`config.mk`:
```
export PLATFORM = sky130hd
export DESIGN_NAME = bcd_display_ctrl
export DESIGN_NICKNAME = d
export VERILOG_FILES = /design/src/rtl/bcd_display_ctrl.sv
export SDC_FILE = /design/constraint.sdc
export NUM_CORES = 1
export LEC_CHECK = 0
export ABC_CLOCK_PERIOD_IN_PS = 1960
export BUFFER_PORTS_ARGS = -buffer_cell sky130_fd_sc_hd__buf_2
export CORE_UTILIZATION = 57
export DETAILED_ROUTE_END_ITERATION = 16
export PLACE_DENSITY = 0.87
export SLEW_MARGIN = 20
export SYNTH_ARGS = -nofsm -noshare
export SYNTH_HDL_FRONTEND = slang
export SYNTH_SLANG_ARGS = --single-unit
```
`constraint.sdc`:
```
create_clock -name clk -period 1.96 [get_ports clk]
set_clock_uncertainty 0.15 [all_clocks]
set_input_delay 0.294 -clock clk [delete_from_list [all_inputs] [get_ports clk]]
set_output_delay 0.294 -clock clk [all_outputs]
set_load 0.02 [all_outputs]
```
`src/rtl/bcd_display_ctrl.sv`:
```
// bcd_display_ctrl: serial binary-to-BCD converter with a multiplexed 7-segment display
module bcd_display_ctrl #(
    parameter int SCAN_DIV = 50000,
    parameter bit BLANK_LZ = 1'b1
) (
    input  logic        clk,
    input  logic        rst,
    input  logic [7:0]  value,
    input  logic        load,
    output logic        busy,
    output logic        done,
    output logic [11:0] bcd,
    output logic [2:0]  an,
    output logic [6:0]  seg
);
    localparam int SW = (SCAN_DIV > 2) ? $clog2(SCAN_DIV) : 1;
    typedef enum logic {IDLE, SHIFT} state_t;
    state_t state, state_n;
    logic [7:0] sh;
    logic [11:0] scratch, adj, scr_n;
    logic [2:0] cnt;
    logic [SW-1:0] scan_cnt;
    logic [1:0] idx;
    logic [3:0] digit;
    logic blank, last;
    function automatic logic [3:0] adj3(input logic [3:0] n);
        return n > 4'd4 ? n + 4'd3 : n;
    endfunction
    assign adj = {adj3(scratch[11:8]), adj3(scratch[7:4]), adj3(scratch[3:0])};
    assign scr_n = {adj[10:0], sh[7]};
    assign last = state == SHIFT && cnt == 3'd7;
    assign busy = state == SHIFT;
    always_ff @(posedge clk) begin
        if (rst) state <= IDLE;
        else state <= state_n;
    end
    always_comb begin
        state_n = state;
        if (state == IDLE && load) state_n = SHIFT;
        else if (last) state_n = IDLE;
    end
    always_ff @(posedge clk) begin
        if (rst) begin
            sh <= '0;
            scratch <= '0;
            cnt <= '0;
            bcd <= '0;
            done <= 1'b0;
        end else begin
            done <= last;
            if (state == IDLE && load) begin
                sh <= value;
                scratch <= '0;
                cnt <= '0;
            end else if (state == SHIFT) begin
                scratch <= scr_n;
                sh <= sh << 1;
                cnt <= cnt + 3'd1;
                if (last) bcd <= scr_n;
            end
        end
    end
    // digit scan runs freely, independent of conversion activity
    always_ff @(posedge clk) begin
        if (rst) begin
            scan_cnt <= '0;
            idx <= '0;
        end else if (scan_cnt == SW'(SCAN_DIV - 1)) begin
            scan_cnt <= '0;
            idx <= idx == 2'd2 ? 2'd0 : idx + 2'd1;
        end else begin
            scan_cnt <= scan_cnt + SW'(1);
        end
    end
    assign an = ~(3'b001 << idx);
    assign digit = idx == 2'd0 ? bcd[3:0] : idx == 2'd1 ? bcd[7:4] : bcd[11:8];
    assign blank = BLANK_LZ && ((idx == 2'd2 && bcd[11:8] == 4'd0) ||
                                (idx == 2'd1 && bcd[11:4] == 8'd0));
    always_comb begin
        seg = 7'b1111111;
        if (!blank)
            case (digit)
                4'd0: seg = 7'b1000000;
                4'd1: seg = 7'b1111001;
                4'd2: seg = 7'b0100100;
                4'd3: seg = 7'b0110000;
                4'd4: seg = 7'b0011001;
                4'd5: seg = 7'b0010010;
                4'd6: seg = 7'b0000010;
                4'd7: seg = 7'b1111000;
                4'd8: seg = 7'b0000000;
                4'd9: seg = 7'b0010000;
                default: seg = 7'b1111111;
            endcase
    end
endmodule

```
# Word-level counts from Yosys, hierarchy flattened

Memory sizes are Yosys's and may differ from the RTL's.
Index checks and enable logic that the tools add are counted.
Widths: inputs -> output; s select.

Magnitude comparators: 3
Bitwise operators: 3
$add $sub $neg: 6
Reductions and logical operators: 13
Multiplexer cells: 11
Shifts and indexed selects: 1
Eq/ne operators: 4

Operators with widths:

| operator              | number |
|---|---|
| $add 16x1->16 const B | 1 |
| $eq 16x16->1 const B  | 1 |
| $mux 4                | 4 |
| $mux 8                | 2 |
| $gt 4x3->1 const B    | 3 |
| $add 4x2->4 const B   | 2 |
| $logic_not 8->1       | 1 |
| $mux 7                | 1 |
| $logic_and 1x1->1     | 4 |
| $logic_not 4->1       | 1 |
| $reduce_bool 2->1     | 2 |
| $reduce_or 2->1       | 2 |
| $add 3x1->3 const B   | 1 |
| $add 3x2->3 const B   | 1 |
| $eq 3x3->1 const B    | 1 |
| $mux 3                | 1 |
| $not 3->3             | 1 |
| $reduce_and 3->1      | 1 |
| $shl 1x2->3 const A   | 1 |
| $add 2x1->2 const B   | 1 |
| $eq 2x1->1 const B    | 1 |
| $eq 2x2->1 const B    | 1 |
| $logic_not 2->1       | 1 |
| $mux 1                | 2 |
| 3 further kinds       | 4 |

Bits of input ports: 11
Bits in registers: 55
Output and inout port bits: 24
Memories kept: 1
Logic and storage cells: 50
Bits in read-only memories: 112

Memory list:

| memory           | words | bits a word | rd ports | clocked after Yosys merged registers in | wr ports | RTL line | text |
|---|---|---|---|---|---|---|---|
| (name not given) | 16    | 7           | 1        | 0                                       | 0        | 82       | `case (digit)` |

# Depth between registers and ports, before layout

Gate-level depths: netlist (run 1).
An unclocked memory read counts as a cell.

Depth after elaboration: 5
Gate-level depth with buffers: 8

# Least setup slack after synthesis (run 1)

No wires, ideal clock.

Path kind: reg2out
From: register bcd[5]
To: output seg[6]
Data required time: 1.516 ns
Path slack: -0.160 ns
Cell stages (with the launch flop): 6
Arrival time: 1.676 ns
Buffers on the path: 0
Path through: dfxtp_1 > mux2i_1 > o21ai_2 > ha_1 > nor2_1 > o31ai_1

Word-level cells in the longest chain between the ends: 4
Elaborated cells on any way between the ends: 7
Those cells by class: mux: 3; reduce/logical: 3; memory: 1

RTL lines:

| item                                                    | RTL line | text |
|---|---|---|
| start: declaration                                      | 12       | `output logic [11:0] bcd,` |
| start signal: assignment                                | 59       | `if (last) bcd <= scr_n;` |
| $mux 4 / $logic_not 8->1 (equally long branches)        | 76, 78   |  |
| $mux 4 / $logic_and 1x1->1 (equally long branches)      | 76, 78   |  |
| $mem_v2 16x7 / $logic_or 1x1->1 (equally long branches) | n/a      |  |
| $mux 7 (*)                                              | 81       | `if (!blank)` |
| end: declaration                                        | 14       | `output logic [6:0] seg` |

Every way passes the cells marked *; elsewhere a longest branch is shown, timed or not.

# Worst setup path in the final report (run 1)

From: register idx[0]
To: output seg[3]

Word-level cells in the longest chain between the ends: 5
Elaborated cells on any way between the ends: 10
Those cells by class: eq/ne: 2; mux: 3; reduce/logical: 4; memory: 1

RTL lines:

| item                     | RTL line | text |
|---|---|---|
| start: declaration       | 23       | `logic [1:0] idx;` |
| start signal: assignment | 70       | `idx <= idx == 2'd2 ? 2'd0 : idx + 2'd1;` |
| $eq 2x1->1               | 76, 78   |  |
| $mux 4 (2 in a row)      | 76       | `assign digit = idx == 2'd0 ? bcd[3:0] : idx == 2'd1 ? bcd[7:4] : bcd[11:8];` |
| $mem_v2 16x7             | n/a      |  |
| $mux 7 (*)               | 81       |  |

Marks and branches as above.

==> results of run 1 <==
[what timing repair did]
action,4_1_cts,5_1_grt
gates resized for setup,21,11
hold buffers,0,0
endpoints found under the setup margin,7,7
pin swaps,5,8
[power groups by stage]
stage          clock network (uW)  registers [uW]  logic [uW]
2_1_floorplan                   0            1180         106
3_5_place_dp                    0            1190         143
3_3_place_gp                    0            1190         138
6_report                      662            1160         144
4_1_cts                       677            1160         144
5_1_grt                       717            1170         161
[critical path, stage by stage, from the launching register on]
cell and delay, ns:
dfxtp_4 0.39, mux2i_1 0.12, o21a_1 0.22, or4_1 0.55, nand4_1 0.11, buf_4 0.14
[cells in the final DEF, fill, tap and decap left out, types with 2 or more instances in the layout]
cell and instances:
dfxtp_1 51, nor2_1 40, nand2_1 27, buf_2 27, a21oi_1 26, buf_4 18, o21ai_0 17, mux2i_1 13
xor2_1 11, nand3_1 10, ha_1 9, inv_1 8, nor2b_1 6, o311ai_0 6, clkbuf_8 6, nand4_1 5
or3_1 5, a21o_1 4, o21a_1 3, o21ai_1 3, o21ai_2 3, xnor2_1 3, and4_1 3, a32o_1 3
nor3_1 3, dfxtp_2 3, buf_6 3, nand2b_1 2, or2_2 2, and3_1 2, nor4bb_1 2, or2_0 2
a311oi_1 2, a211oi_1 2
[registers in the layout, indices dropped and copies added, names as in the netlist]
signal / count
scratch: 12
busy: 1
bcd: 12
scan_cnt: 16
idx: 2
cnt: 3
sh: 8
done: 1
[area by class of cell]
class                      count  area [um2]  share of cell area
clock buffer                   6        82.6              0.0260
clock inverter                 2        16.3             0.00511
inverter                      10        37.5              0.0118
multi-input combinational    235        1550               0.486
sequential                    55        1110               0.348
tap                           52        65.1              0.0204
timing repair buffer          49         324               0.102
[cell families after synthesis]
logic type,after synthesis
buffers and inverters,27
multiplexers,15
AND/OR/NAND/NOR,118
flip-flops,55
AO/OA/AOI/OAI,78
adder cells (fa/ha/maj),10
XOR/XNOR,14
[per-stage QoR]
stage	TNS, ns	worst slack [ns]	hold slack (ns)	area [um2]	utilization
after floorplan	-0.00186	-0.00186	0.221	2690	-
after global placement	-0.00360	-0.00360	0.290	2970	0.667
after detailed placement	-0.117	-0.0488	0.299	2970	0.667
after CTS	-1.63	-0.285	0.132	3130	0.704
after global routing	-2.37	-0.388	0.157	3180	0.716
final	-1.89	-0.343	0.127	3180	0.716
[how the worst min path moves through the flow]
stage                                      start                endpoint  slack (ns)  cells after the start
after global routing                    value[0]      sh[0]$_SDFFE_PP0P_        0.16                      3
after floorplan                              rst      sh[0]$_SDFFE_PP0P_        0.22                      1
after global placement    scan_cnt[0]$_SDFF_PP0_  scan_cnt[0]$_SDFF_PP0_        0.29                      1
final                                   value[0]      sh[0]$_SDFFE_PP0P_        0.13                      3
after CTS                               value[0]      sh[0]$_SDFFE_PP0P_        0.13                      3
after detailed placement  scan_cnt[0]$_SDFF_PP0_  scan_cnt[0]$_SDFF_PP0_        0.30                      1
[routing by layer]
layer / up-vias / wire, um
met5: - / 0
met2: 52 / 3040
li1: 1195 / -
met1: 1143 / 2610
met3: 18 / 252
met4: 0 / 152
==> metrics.txt, run 1 <==
CP startpoint idx[0]$_SDFFE_PP0N_; global-route wire length before repair 10.1 mm; simple-gate portion of the synthesized area 0.214; final RePlAce weighted congestion 0.853; Highest Clock Rate 0.434 GHz; ys async rst share 0; synth unique cells 47; sw power 478 uW; power share of the sequential group 0.590; M1 GR Usage 0.302; layout cell share with drive strength beyond 1 0.224; mux contribution to synthesized area 0.0559; Required @ worst endpoint 1.52 ns; Clk pwr share 0.336; syn nets 338; failing checks DRC, setup timing; Lkg Pwr 0.00131 uW; Detail Placement HPWL 4.25 mm; status complete, but fails checks; r2r endpoint bcd[1]$_SDFFE_PP0P_; worst-path fanout max 5; DR vias/cell 5.89; root buf cell clkbuf_8; Max Cap Viol 0; maximum clock path buffer count 2; post-synthesis compound-gate area fraction 0.182; unrepaired setup endpoints after global routing true; CTS Buf Count 5; Worst Hold Class input port to register; Finished Layout Cells 409; synth-to-layout area growth 18.6%; Top FF cell, synth dfxtp_1; setup violators final 7; number of antenna violations at the first check in global routing 0; core area 0.00444 mm2; Die Area 0.00499 mm2; post-CTS setup buffers 0; Skew-Pair Late Insertion Delay 0.32 ns; top-count cell post-synth dfxtp_1; crit path DAT 1.86 ns; Hold Vio Cnt, Final 0; area share of the largest cell type after synthesis 0.410; number of global-route vias before repair 2,281; Worst-Margin Slew 0.496 ns; I/O pin count 35; grt peak-use layer met2; met2 usage 0.431; initial cell density of the core 0.604; flop-to-flop setup slack 0.19 ns; placed instance count 401; die width 70.6 um; crit path to seg[3]; CTS clock-pin slew for the worst setup and hold paths 0.10 ns; cells taking the most area after synthesis dfxtp_1 41%, mux2i_1 5.6%, nor2_1 5.6%, a21oi_1 4.8%, ha_1 4.7%; Slew headroom 0.669; n_diodes 0; Post-Route WL 6.05 mm; Worst Setup Path Type register to output port; row cnt 24; # fillers 318; Post-Synth XOR/XNOR Area 0.0457; clk sinks 55; largest net degree at the start of global routing 21; Power Internal 1490 uW; Pwr Density 619 mW/mm2; Final Cycle Share 1.18; combinational share of power 0.073; fin. max-slew vios 0; initial drt markers 108; Sw Ratio 0.243; Gate Count Post-Synth 317; Final min period 2.30 ns; VDD IR-drop max 0.424 mV; Worst setup SP type register; Pwr Total 1970 uW; adder-cell share of the synthesized area 0.0466; ANT nets after route 0; CTS tree done; Seq/Total Area, Yosys 0.410; Post-synth EDFFs 0; Worst Setup End Kind output port; Final #Nets 377; via count 2,408; Remaining DRCs 2; Critical R2R Launch cnt[0]$_SDFFE_PP0P_; syn_area_per_cell 8.47 um2; met3 usage 0.0627; synth warn 0; post-route setup slack -0.343 ns; Worst Reg-to-Reg Cells 6; GR Util All Layers 0.254; synthesized area 0.00268 mm2; die height 70.6 um; biggest area consumer among synthesized cells dfxtp_1; routed len/inst 14.8 um; synth cell count leaders 55 x dfxtp_1, 40 x nor2_1, 28 x nand2_1; DRT Pass-1 Iters 10; gr ovfl total 0; largest family of logic cells by synthesized area simple AND/OR/NAND/NOR gates; port bufs 34; H-tree Lvls 2; flops & latches, synth 55
Power figures use the tool's default switching activity.
==> run 2: changes to the inputs <==
--- a/config.mk
+++ b/config.mk
@@ -5,11 +5,11 @@
 export SDC_FILE = /design/constraint.sdc
 export NUM_CORES = 1
 export LEC_CHECK = 0
-export ABC_CLOCK_PERIOD_IN_PS = 1960
+export ABC_CLOCK_PERIOD_IN_PS = 2000
 export BUFFER_PORTS_ARGS = -buffer_cell sky130_fd_sc_hd__buf_2
-export CORE_UTILIZATION = 57
+export CORE_UTILIZATION = 52
 export DETAILED_ROUTE_END_ITERATION = 16
-export PLACE_DENSITY = 0.87
+export PLACE_DENSITY = 0.84
 export SLEW_MARGIN = 20
 export SYNTH_ARGS = -nofsm -noshare
 export SYNTH_HDL_FRONTEND = slang
==> constraint.sdc (replaced) <==
create_clock -name clk -period 2 [get_ports clk]
set_clock_uncertainty 0.15 [all_clocks]
set_input_delay 0.3 -clock clk [delete_from_list [all_inputs] [get_ports clk]]
set_output_delay 0.3 -clock clk [all_outputs]
set_load 0.02 [all_outputs]
==> run 2 against run 1 <==
Compared with the run above: the flow finishes with violations (setup timing); power fell by 4.0%; register-to-register slack gained 0.04 ns; first-iteration DRC count decreased by 10%; largest cell class unchanged; largest power group unchanged.
==> metrics.txt, run 2 (same netlist as run 1, synthesis figures left out) <==
Final #Nets 379 (was 377); crit path DAT 1.80 ns (was 1.86 ns); Most flops, register scan_cnt (unchanged); final RePlAce weighted congestion 0.906 (was 0.853); synth-to-layout area growth 18.5% (was 18.6%); met3 usage 0.0370 (was 0.0627); Worst Setup End Kind output port (unchanged); setup violators final 7 (unchanged); Fin Setup TNS -1.41 ns (was -1.89 ns); maximum clock path buffer count 2 (unchanged); combinational share of power 0.071 (was 0.073); CTS tree done (unchanged); fin. max-slew vios 0 (unchanged); Die Area 0.00545 mm2 (was 0.00499 mm2); root buf cell clkbuf_8 (unchanged); initial cell density of the core 0.554 (was 0.604); Lkg Pwr 0.00131 uW (about the same); power share of the sequential group 0.604 (was 0.590); unrepaired setup endpoints after global routing true (unchanged); VDD IR-drop max 0.483 mV (was 0.424 mV); H-tree Lvls 2 (unchanged); initial drt markers 97 (was 108); Worst Setup Path Type register to output port (unchanged); port bufs 34 (unchanged); gr ovfl total 0 (unchanged); post-route setup slack -0.252 ns (was -0.343 ns); number of global-route vias before repair 2,079 (was 2,281); status complete, but fails checks (unchanged); DR vias/cell 5.47 (was 5.89); Pwr Total 1890 uW (was 1970 uW); commonest cells after routing, fill and taps aside 50 x dfxtp_1, 40 x nor2_1, 27 x nand2_1, 27 x buf_2, 25 x a21oi_1 (was 51 x dfxtp_1, 40 x nor2_1, 27 x nand2_1, 27 x buf_2, 26 x a21oi_1); sw power 467 uW (was 478 uW); Final min period 2.25 ns; number of antenna violations at the first check in global routing 0 (unchanged); Slew headroom 0.665 (was 0.669); Sw Ratio 0.247 (was 0.243); Highest Clock Rate 0.444 GHz; M1 GR Usage 0.285 (was 0.302); die width 73.8 um (was 70.6 um); routed len/inst 13.3 um (was 14.8 um); core area 0.00485 mm2 (was 0.00444 mm2); Power Internal 1420 uW (was 1490 uW); Skew-Pair Late Insertion Delay 0.31 ns (was 0.32 ns); max reg flops 16 (unchanged); Hold Vio Cnt, Final 0 (unchanged); Worst-Margin Slew 0.496 ns (about the same); Remaining DRCs 0 (was 2); failing checks setup timing (was DRC, setup timing); Worst Hold Class input port to register (unchanged); # fillers 367 (was 318); layout cell share with drive strength beyond 1 0.231 (was 0.224); Worst setup SP type register (unchanged); worst-path fanout max 5 (unchanged); Required @ worst endpoint 1.55 ns (was 1.52 ns); die height 73.8 um (was 70.6 um); Regs by FF count scan_cnt (16), bcd (12), scratch (12) (unchanged); global-route wire length before repair 9.22 mm (was 10.1 mm); Detail Placement HPWL 4.11 mm (was 4.25 mm); Reg area 0.00111 mm2 (about the same); via count 2,332 (was 2,408); Multi-input gate area 0.00153 mm2 (was 0.00155 mm2); met2 usage 0.366 (was 0.431); Clk pwr share 0.325 (was 0.336); CTS clock-pin slew for the worst setup and hold paths 0.10 ns (about the same); ANT nets after route 0 (unchanged); clk sinks 55 (unchanged); Max Cap Viol 0 (unchanged); Post-Route WL 5.66 mm (was 6.05 mm); row cnt 25 (was 24); GR Util All Layers 0.217 (was 0.254); largest net degree at the start of global routing 19 (was 21); Post-CTS Hold Fix Bufs 0 (unchanged); DRT Pass-1 Iters 4 (was 10); fin util 0.656 (was 0.716); Final Cycle Share 1.13; Pwr Density 594 mW/mm2 (was 619 mW/mm2); grt peak-use layer met2 (unchanged); n_diodes 0 (unchanged); most common cell after layout, fill and taps aside dfxtp_1 (unchanged); I/O pin count 35 (unchanged); CTS Buf Count 5 (unchanged)
run 2: final cells by class:
type / instances / area share
clock buffer: 5 / 0.0216
multi-input combinational: 235 / 0.482
sequential: 55 / 0.349
inverter: 10 / 0.0118
clock inverter: 3 / 0.00590
timing repair buffer: 51 / 0.104
tap: 67 / 0.0264
run 2: power by group through the flow:
stage          logic (uW)  registers [uW]  clock network [uW]
2_1_floorplan         104            1160                   0
3_3_place_gp          131            1170                   0
3_5_place_dp          135            1170                   0
4_1_cts               136            1140                 626
5_1_grt               155            1150                 676
6_report              135            1140                 614
run 2: repair_timing:
item	CTS	global route
endpoints found under the setup margin	7	7
buffers inserted	1	1
gates resized for setup	16	16
hold endpoints to repair	0	0
pin swaps	2	4
run 2: final timing paths:
check / from / endpoint / slack [ns] / cells after the start
setup / recovery: idx[0]$_SDFFE_PP0N_ / seg[3] / -0.25 / 5
hold / removal: value[0] / sh[0]$_SDFFE_PP0P_ / 0.17 / 3
hold reg to reg: scan_cnt[0]$_SDFF_PP0_ / scan_cnt[0]$_SDFF_PP0_ / 0.33 / 1
setup reg to reg: cnt[0]$_SDFFE_PP0P_ / bcd[2]$_SDFFE_PP0P_ / 0.23 / 7
run 2: routing by layer:
metal / up-vias / routed length (um) / share of wire
li1: 1208 / - / -
met1: 1071 / 2670 / 0.47
met2: 47 / 2720 / 0.48
met3: 6 / 196 / 0.035
met4: 0 / 71 / 0.013
met5: - / 0 / 0
run 2: critical path, stage by stage, from the launching register on:
cell and delay (ns):
dfxtp_4 0.40, mux2i_2 0.23, o21ai_2 0.11, or4_1 0.51, nand4_1 0.12, buf_6 0.13
run 2: stage by stage:
| step | cell area [um2] | instances | setup WS (ns) | hold slack [ns] |
|---|---|---|---|---|
| floorplan | 2690 | 317 | 0.0321 | 0.227 |
| global placement | 2970 | 416 | 0.0205 | 0.297 |
| detailed placement | 2970 | 416 | -0.0249 | 0.309 |
| CTS | 3110 | 425 | -0.243 | 0.170 |
| global route | 3180 | 426 | -0.342 | 0.183 |
| finish | 3180 | 426 | -0.252 | 0.169 |
==> run 3: changes to the inputs <==
--- a/config.mk
+++ b/config.mk
@@ -10,6 +10,8 @@
 export CORE_UTILIZATION = 52
 export DETAILED_ROUTE_END_ITERATION = 16
 export PLACE_DENSITY = 0.84
+export SETUP_SLACK_MARGIN = 0.1
+export SKIP_LAST_GASP = 1
 export SLEW_MARGIN = 20
 export SYNTH_ARGS = -nofsm -noshare
 export SYNTH_HDL_FRONTEND = slang
==> run 3 against run 2 <==
Compared with the run above: the run still ends with setup timing left; sequential share of layout area shrank 0.17 points; critical path depth is the same; wire length grew 5.7%; combinational power grew 7%; sequential power is essentially flat; clock-buffer cell count is the same; register-to-register slack is essentially flat; cell area grew 0.59%; via count grew 4.3%; largest cell class unchanged; highest routed layer unchanged.
==> metrics.txt, run 3 (same netlist as run 1, synthesis figures left out) <==
global-route wire length before repair 9.83 mm (was 9.22 mm); sw power 486 uW (was 467 uW); fin util 0.660 (was 0.656); Worst setup SP type register (unchanged); die height 73.8 um (unchanged); n_diodes 0 (unchanged); status complete, but fails checks (unchanged); Required @ worst endpoint 1.55 ns (about the same); Most flops, register scan_cnt (unchanged); Max Cap Viol 0 (unchanged); Post-Route WL 5.98 mm (was 5.66 mm); via count 2,433 (was 2,332); combinational share of power 0.075 (was 0.071); DRT Pass-1 Iters 4 (unchanged); crit path DAT 1.82 ns (was 1.80 ns); clk sinks 55 (unchanged); Lkg Pwr 0.00131 uW (about the same); Highest Clock Rate 0.441 GHz (was 0.444 GHz); initial drt markers 130 (was 97); Skew-Pair Late Insertion Delay 0.32 ns (was 0.31 ns); maximum clock path buffer count 2 (unchanged); number of antenna violations at the first check in global routing 0 (unchanged); power share of the sequential group 0.594 (was 0.604); post-route setup slack -0.270 ns (was -0.252 ns); port bufs 34 (unchanged); worst slack, placed -0.0443 ns (was -0.0249 ns); Clk pwr share 0.331 (was 0.325); Power Internal 1440 uW (was 1420 uW); unrepaired setup endpoints after global routing true (unchanged); flop-to-flop setup slack 0.22 ns (was 0.23 ns); core area 0.00485 mm2 (unchanged); Worst-Margin Slew 0.506 ns (was 0.496 ns); I/O pin count 35 (unchanged); initial cell density of the core 0.554 (unchanged); Worst Setup End Kind output port (unchanged); CTS clock-pin slew for the worst setup and hold paths 0.10 ns (about the same); number of global-route vias before repair 2,235 (was 2,079); Post-CTS Hold Fix Bufs 0 (unchanged); gr ovfl total 0 (unchanged); largest net degree at the start of global routing 35 (was 19); Hold Vio Cnt, Final 0 (unchanged); Worst Hold Class input port to register (unchanged); final RePlAce weighted congestion 0.887 (was 0.906); DR vias/cell 5.70 (was 5.47); Remaining DRCs 0 (unchanged); CTS tree done (unchanged); commonest cells after routing, fill and taps aside 49 x dfxtp_1, 40 x nor2_1, 29 x buf_2, 27 x nand2_1, 26 x a21oi_1 (was 50 x dfxtp_1, 40 x nor2_1, 27 x nand2_1, 27 x buf_2, 25 x a21oi_1); # fillers 365 (was 367); Worst Setup Path Type register to output port (unchanged); failing checks setup timing (unchanged); Pwr Total 1920 uW (was 1890 uW); GR Util All Layers 0.234 (was 0.217); Die Area 0.00545 mm2 (unchanged); Final min period 2.27 ns (was 2.25 ns); most common cell after layout, fill and taps aside dfxtp_1 (unchanged); synth-to-layout area growth 19.2% (was 18.5%); setup violators final 7 (unchanged); root buf cell clkbuf_8 (unchanged); Final #Nets 380 (was 379); row cnt 25 (unchanged); CTS Buf Count 5 (unchanged); Sw Ratio 0.253 (was 0.247); die width 73.8 um (unchanged); Regs by FF count scan_cnt (16), bcd (12), scratch (12) (unchanged); Detail Placement HPWL 4.32 mm (was 4.11 mm); ANT nets after route 0 (unchanged); Pwr Density 601 mW/mm2 (was 594 mW/mm2); max reg flops 16 (unchanged); Fin Setup TNS -1.57 ns (was -1.41 ns); H-tree Lvls 2 (unchanged); worst-path fanout max 5 (unchanged); fin. max-slew vios 0 (unchanged); Final Cycle Share 1.13 (about the same); Slew headroom 0.663 (was 0.665); routed len/inst 14.0 um (was 13.3 um); layout cell share with drive strength beyond 1 0.239 (was 0.231); VDD IR-drop max 0.468 mV (was 0.483 mV)
-- run 3: cell types whose count changed in the layout (fill, tap and decap cells not counted), moves of 2 or more --
| cell | before | now |
|---|---|---|
| clkinv_2 | 2 | 0 |
| mux2i_1 | 14 | 12 |
| buf_2 | 27 | 29 |
| buf_6 | 4 | 1 |
-- run 3: path summary, 6_finish.rpt --
path                          start                     end  cells after the start
max reg2reg     cnt[0]$_SDFFE_PP0P_     bcd[2]$_SDFFE_PP0P_                      7
min                        value[0]      sh[0]$_SDFFE_PP0P_                      3
min reg2reg  scan_cnt[0]$_SDFF_PP0_  scan_cnt[0]$_SDFF_PP0_                      1
max             idx[0]$_SDFFE_PP0N_                  seg[3]                      5
-- run 3: cell type report --
class                           count  area, um2  share of cell area
Tap cell                           67       83.8              0.0262
Sequential cell                    55       1110               0.347
Timing Repair Buffer               52        334               0.104
Clock buffer                        5       68.8              0.0215
Multi-Input combinational cell    235       1540               0.480
Inverter                           10       37.5              0.0117
Clock inverter                      3       27.5             0.00860
-- run 3: routing by layer --
metal / global-route usage / part of all wire / vias up
li1: - / - / 1204
met1: 0.275 / 0.45 / 1169
met2: 0.417 / 0.51 / 51
met3: 0.0453 / 0.031 / 9
met4: 0.0897 / 0.013 / 0
met5: 0 / 0 / -
-- run 3: critical path, stage by stage, from the launching register on --
cell     delay (ns)
dfxtp_4        0.42
mux2i_2        0.25
o21ai_2        0.13
or4_1          0.48
nand4_1        0.10
buf_4          0.14
-- run 3: repair_timing --
action	4_1_cts	5_1_grt
pin swaps	5	1
resized for setup	16	11
gates cloned	0	0
endpoints found under the setup margin	7	8
buffers inserted	3	1
-- run 3: through the flow --
stage / instance area, um2 / cells / hold slack (ns)
global placement: 2990 / 415 / 0.294
detailed placement: 2990 / 415 / 0.314
floorplan: 2700 / 317 / 0.227
finish: 3200 / 427 / 0.149
CTS: 3150 / 426 / 0.138
global route: 3200 / 427 / 0.175
-- run 3: power by group through the flow --
stage | clock network (uW) | logic, uW | registers (uW)
after floorplan | 0 | 104 | 1160
after global placement | 0 | 134 | 1170
after detailed placement | 0 | 142 | 1170
after CTS | 644 | 143 | 1140
after global routing | 694 | 160 | 1150
final | 636 | 144 | 1140
